## config.mk

```make
export PLATFORM = sky130hd
export DESIGN_NAME = multi_hit_encoder
export DESIGN_NICKNAME = d
export VERILOG_FILES = /design/src/rtl/mhe_pkg.sv /design/src/rtl/multi_hit_encoder_prio_enc.sv /design/src/rtl/multi_hit_encoder.sv
export SDC_FILE = /design/constraint.sdc
export NUM_CORES = 1
export LEC_CHECK = 0
export ABC_AREA = 1
export BUFFER_PORTS_ARGS = -buffer_cell sky130_fd_sc_hd__buf_2
export CORE_MARGIN = 10
export CORE_UTILIZATION = 30
export CTS_BUF_LIST = sky130_fd_sc_hd__clkbuf_8
export DETAILED_ROUTE_END_ITERATION = 10
export GPL_ROUTABILITY_DRIVEN = 1
export GPL_TIMING_DRIVEN = 0
export PLACE_DENSITY = 0.46
export SLEW_MARGIN = 20
export SYNTH_ARGS = -nofsm -noshare
export SYNTH_HDL_FRONTEND = slang
export SYNTH_HIERARCHICAL = 1
export SYNTH_SLANG_ARGS = --single-unit
```

## constraint.sdc

```tcl
create_clock -name clk -period 1.91 [get_ports clk]
set_input_delay 0.382 -clock clk [delete_from_list [all_inputs] [get_ports clk]]
set_output_delay 0.382 -clock clk [all_outputs]
set_load 0.1 [all_outputs]
```

## src/rtl/mhe_pkg.sv

```systemverilog
// Shared types and helpers for the multi-hit encoder: burst state encoding and
// a population-count function usable by any request-vector width up to MHE_MAX_N.
package mhe_pkg;

  typedef enum logic [1:0] {
    IDLE = 2'd0,
    EMIT = 2'd1,
    NONE = 2'd2
  } mhe_state_e;

  localparam int MHE_MAX_N = 256;

  // Callers zero-extend narrower vectors and truncate the result to their own W+1.
  function automatic logic [8:0] popcount(input logic [MHE_MAX_N-1:0] vec);
    logic [8:0] cnt;
    cnt = 9'd0;
    for (int i = 0; i < MHE_MAX_N; i++) begin
      cnt = cnt + {8'd0, vec[i]};
    end
    return cnt;
  endfunction

endpackage

```

## src/rtl/multi_hit_encoder_prio_enc.sv

```systemverilog
// Combinational N-to-W priority encoder with selectable direction, plus a flag
// that is high when exactly one request bit is set.
module prio_enc #(
  parameter  int N         = 8,
  parameter  bit MSB_FIRST = 1'b1,
  localparam int W         = $clog2(N)
) (
  input  logic [N-1:0] vec_i,
  output logic [W-1:0] idx_o,
  output logic         onehot_single_o
);

  localparam logic [N-1:0] ONE_VEC = {{(N-1){1'b0}}, 1'b1};

  // Scan so that the winning bit is the last one written.
  always_comb begin
    idx_o = '0;
    if (MSB_FIRST) begin
      for (int i = 0; i < N; i++) begin
        if (vec_i[i]) begin
          idx_o = i[W-1:0];
        end
      end
    end else begin
      for (int i = N - 1; i >= 0; i--) begin
        if (vec_i[i]) begin
          idx_o = i[W-1:0];
        end
      end
    end
  end

  // Clearing the lowest set bit leaves zero only for a single-bit vector.
  always_comb begin
    onehot_single_o = (vec_i != '0) && ((vec_i & (vec_i - ONE_VEC)) == '0);
  end

endmodule

```

## src/rtl/multi_hit_encoder.sv

```systemverilog
// Captures an N-bit request vector and emits the index of every set bit, one per
// accepted output beat, with last/none flags and the vector's hit count.
module multi_hit_encoder
  import mhe_pkg::*;
#(
  parameter  int N         = 8,
  parameter  bit MSB_FIRST = 1'b1,
  localparam int W         = $clog2(N)
) (
  input  logic         clk,
  input  logic         rst_n,
  input  logic         in_valid,
  output logic         in_ready,
  input  logic [N-1:0] in_vec,
  output logic         out_valid,
  input  logic         out_ready,
  output logic [W-1:0] out_idx,
  output logic         out_last,
  output logic         out_none,
  output logic [W:0]   out_count
);

  localparam logic [N-1:0] ONE_VEC = {{(N-1){1'b0}}, 1'b1};

  mhe_state_e   state_q, state_d;
  logic [N-1:0] pending_q, pending_d;
  logic [W:0]   count_q, count_d;
  logic [W-1:0] enc_idx_s;
  logic         enc_single_s;

  prio_enc #(
    .N         (N),
    .MSB_FIRST (MSB_FIRST)
  ) u_prio_enc (
    .vec_i           (pending_q),
    .idx_o           (enc_idx_s),
    .onehot_single_o (enc_single_s)
  );

  // State, pending-vector and hit-count registers.
  always_ff @(posedge clk or negedge rst_n) begin
    if (!rst_n) begin
      state_q   <= IDLE;
      pending_q <= '0;
      count_q   <= '0;
    end else begin
      state_q   <= state_d;
      pending_q <= pending_d;
      count_q   <= count_d;
    end
  end

  // Capture in IDLE, retire one bit per accepted beat in EMIT.
  always_comb begin
    state_d   = state_q;
    pending_d = pending_q;
    count_d   = count_q;
    case (state_q)
      IDLE: begin
        if (in_valid) begin
          pending_d = in_vec;
          count_d   = (W+1)'(popcount(MHE_MAX_N'(in_vec)));
          state_d   = (in_vec != '0) ? EMIT : NONE;
        end else begin
          state_d = IDLE;
        end
      end
      EMIT: begin
        if (out_ready) begin
          pending_d = pending_q & ~(ONE_VEC << enc_idx_s);
          state_d   = enc_single_s ? IDLE : EMIT;
        end else begin
          state_d = EMIT;
        end
      end
      NONE: begin
        if (out_ready) begin
          state_d = IDLE;
        end else begin
          state_d = NONE;
        end
      end
      default: begin
        state_d   = IDLE;
        pending_d = '0;
        count_d   = '0;
      end
    endcase
  end

  // Output decode depends only on registered state, never on out_ready.
  always_comb begin
    in_ready  = 1'b0;
    out_valid = 1'b0;
    out_idx   = '0;
    out_last  = 1'b0;
    out_none  = 1'b0;
    out_count = '0;
    case (state_q)
      IDLE: begin
        in_ready = 1'b1;
      end
      EMIT: begin
        out_valid = 1'b1;
        out_idx   = enc_idx_s;
        out_last  = enc_single_s;
        out_count = count_q;
      end
      NONE: begin
        out_valid = 1'b1;
        out_last  = 1'b1;
        out_none  = 1'b1;
      end
      default: begin
        in_ready = 1'b0;
      end
    endcase
  end

endmodule

```

==> metrics.yaml <==
outcome: "finished, violations left"
violations: "setup timing"
critical_path_buf_inv_count: 4
grt_start_max_net_pins: 15
clkSinkCount: 14
synth-edff-count: 0
maxCapViolCount: 0
final_util: 0.4367
synth.most_common_cell: "nand2_1"
final_nets: 234
grt_pass1_vias: 1131
hold_violations: 0
die_w_um: 83.87
grt_usage: 0.08743
drv_slew: 0
endpoint: "count_q[1]"
end_kind: "flip-flop"
worstPathMaxFanout: 2
rsz0062_at_grt: "true"
drc_errors: 0
final.setup_skew_ns: 0.003323
crit_type: "in -> reg"
routed-via-count: 1137
n_antenna_cell: 0
clk_pin_slew_ns: 0.06
place.gp.congestion: 0.7691
cts_inserted_buffers: 3
yosys_register_bits: 14
r2r_setup_slack_ns: 0.29
fmax_mhz: 369.9
synth_xor_area_frac: 0.007157
critPathLaunch: "in_vec[0]"
reg2reg_depth: 11
synth_area_leader_cell: "dfrtp_1"
grt_pass1_wl_um: 5175
critPathMaxStageDelay_ns: 0.53
post_drt_wl_per_cell_um: 12.20
clk_latency_ns: 0.24
synth.distinct_cells: 23
reg2reg_from: "pending_q[3]"
cp_top_family: "adder cells"
fin_crit_ns: 2.704
cts_htree_levels: 1
routed_wl_um: 3148
arrival_ns: 2.86
synthToLayoutAreaGrowth_pct: 41.72
path_cells: "buf_8, fa_1, inv_1, fa_1, fa_1, inv_2, ha_4, inv_2, fa_2, o31ai_2"
drtIter0Drc: 56
setup-violations-final: 6
worst_pin_slew_ns: 0.4911
netlist_area_um2: 1224
ant_nets: 0
layout_setup_ws_ns: -0.7936
n_fill_cell: 412
cts_tree: "done"
synth_cells: 176
synthAdderAreaFrac: 0.1472
synthMuxAreaShare: 0
regToRegEndpoint: "pending_q[2]"
dieArea_um2: 7033
overflow: 0
cp_slowest_cell: "fa_1"
yosysSeqAreaShare: 0.2863
critPathLaunchType: "primary input"
dpl.hpwl_um: 2535
synth_top_family_by_area: "simple AND/OR/NAND/NOR gates"
ios: 23
synth_compound_gate_area_share: 0.1135
cp_num_cells: 10
ys_async_sr_fraction: 1.000
crit_required_ns: 2.06
synth_nets: 200
postCtsHoldBufs: 0
die_h_um: 83.87
synth.area.top_cells: "dfrtp_1 (29%), nand2_1 (16%), inv_1 (12%)"
antenna_found_initial: 0
netlist_top_cells_count: "nand2_1 (52), inv_1 (38), dfrtp_1 (14), nor2_1 (9)"
finalCritPeriodShare: 1.416
ctsRootBufferMaster: "clkbuf_8"
rows: 23
layout-drive-gt1-share: 0.3798
yosysWarnings: 6
viasPerCell: 4.407
hold_class: "in -> async"
clock_path_buffers: 2
core_area_um2: 3971
synth.avg_cell_area_um2: 6.953
yosys.area_share.simple: 0.3078
crit_top_cell: "fa_1"
max_slew_margin: 0.6748
port_buffers: 22
initial_utilization: 0.3081
drtPass1Iterations: 4
yosysTopAreaCellShare: 0.2863
synthFlopType: "dfrtp_1"
## cell families (layout without fill, tap and decap cells)
family / count (synthesis) / count (layout)
AOI/OAI and AO/OA: 23 / 23
xor gates and xnor gates: 1 / 1
adders and majority gates: 12 / 12
buffers and inverters: 43 / 75
DFF: 14 / 14
and+or+nand+nor: 83 / 83
## worst min path at each step
stage / cells after the start / end
after floorplan: 0 / count_q[0]
final: 1 / state_q[1]
after global routing: 1 / state_q[1]
after global placement: 1 / state_q[1]
after detailed placement: 1 / state_q[1]
after CTS: 1 / state_q[1]
## placed cells by master (no fill, tap or decap), types with 5 or more instances in the layout
cell     instances
buf_4            7
buf_6           10
nand3_1          7
o21ai_2          6
nor2_4           5
o21ai_1          5
nand2_1         49
inv_2            6
nand2_2          5
inv_1           32
dfrtp_1         10
buf_2           11
nor2_1           6
## metrics by stage
step           instances  hold WS (ns)  setup slack, ns  instance area (µm²)  TNS [ns]
6_report             258       0.03784          -0.7936                 1734    -2.713
2_1_floorplan        176       0.08641          -0.8915                 1244    -3.081
4_1_cts              256       0.03828          -0.8066                 1648    -2.769
5_1_grt              258       0.05226          -0.8908                 1734    -3.313
3_5_place_dp         248        0.3017           -1.192                 1416    -3.965
3_3_place_gp         248        0.2964           -1.162                 1416    -3.818
## cell type report
| type | instances | area, µm² | area share |
|---|---|---|---|
| flip-flops and latches | 14 | 355.3 | 0.2049 |
| clock buffers | 3 | 41.29 | 0.02381 |
| plain buffers | 3 | 30.03 | 0.01732 |
| multi-input cells | 119 | 809.5 | 0.4668 |
| repair buffers | 30 | 285.3 | 0.1645 |
| inverters | 39 | 150.1 | 0.08658 |
| well taps | 50 | 62.56 | 0.03608 |
## flip-flops by register name, indices dropped and copies added (netlist names)
register,cells
count_q,4
state_q,2
pending_q,8
## timing repair
item	4_1_cts	5_1_grt
pin swaps	5	5
gates resized for setup	45	24
setup endpoints to repair	12	13
buffers inserted	5	3
## worst register-to-register path, delay by kind of cell, from the launching register on
family,cells,cell delay (ns)
DFF,1,0.45
and+or+nand+nor,5,0.42
buffers and inverters,3,0.40
AOI/OAI and AO/OA,3,0.24
## routing by layer
layer,track usage,wire (µm)
met1,0.1130,1562
met2,0.1401,1459
met3,0.01563,97
met4,0.03196,29
met5,0,0
Power is left out: the tool's default activity adds up to more than one toggle a clock period on the data nets, which glitch-free logic cannot reach.
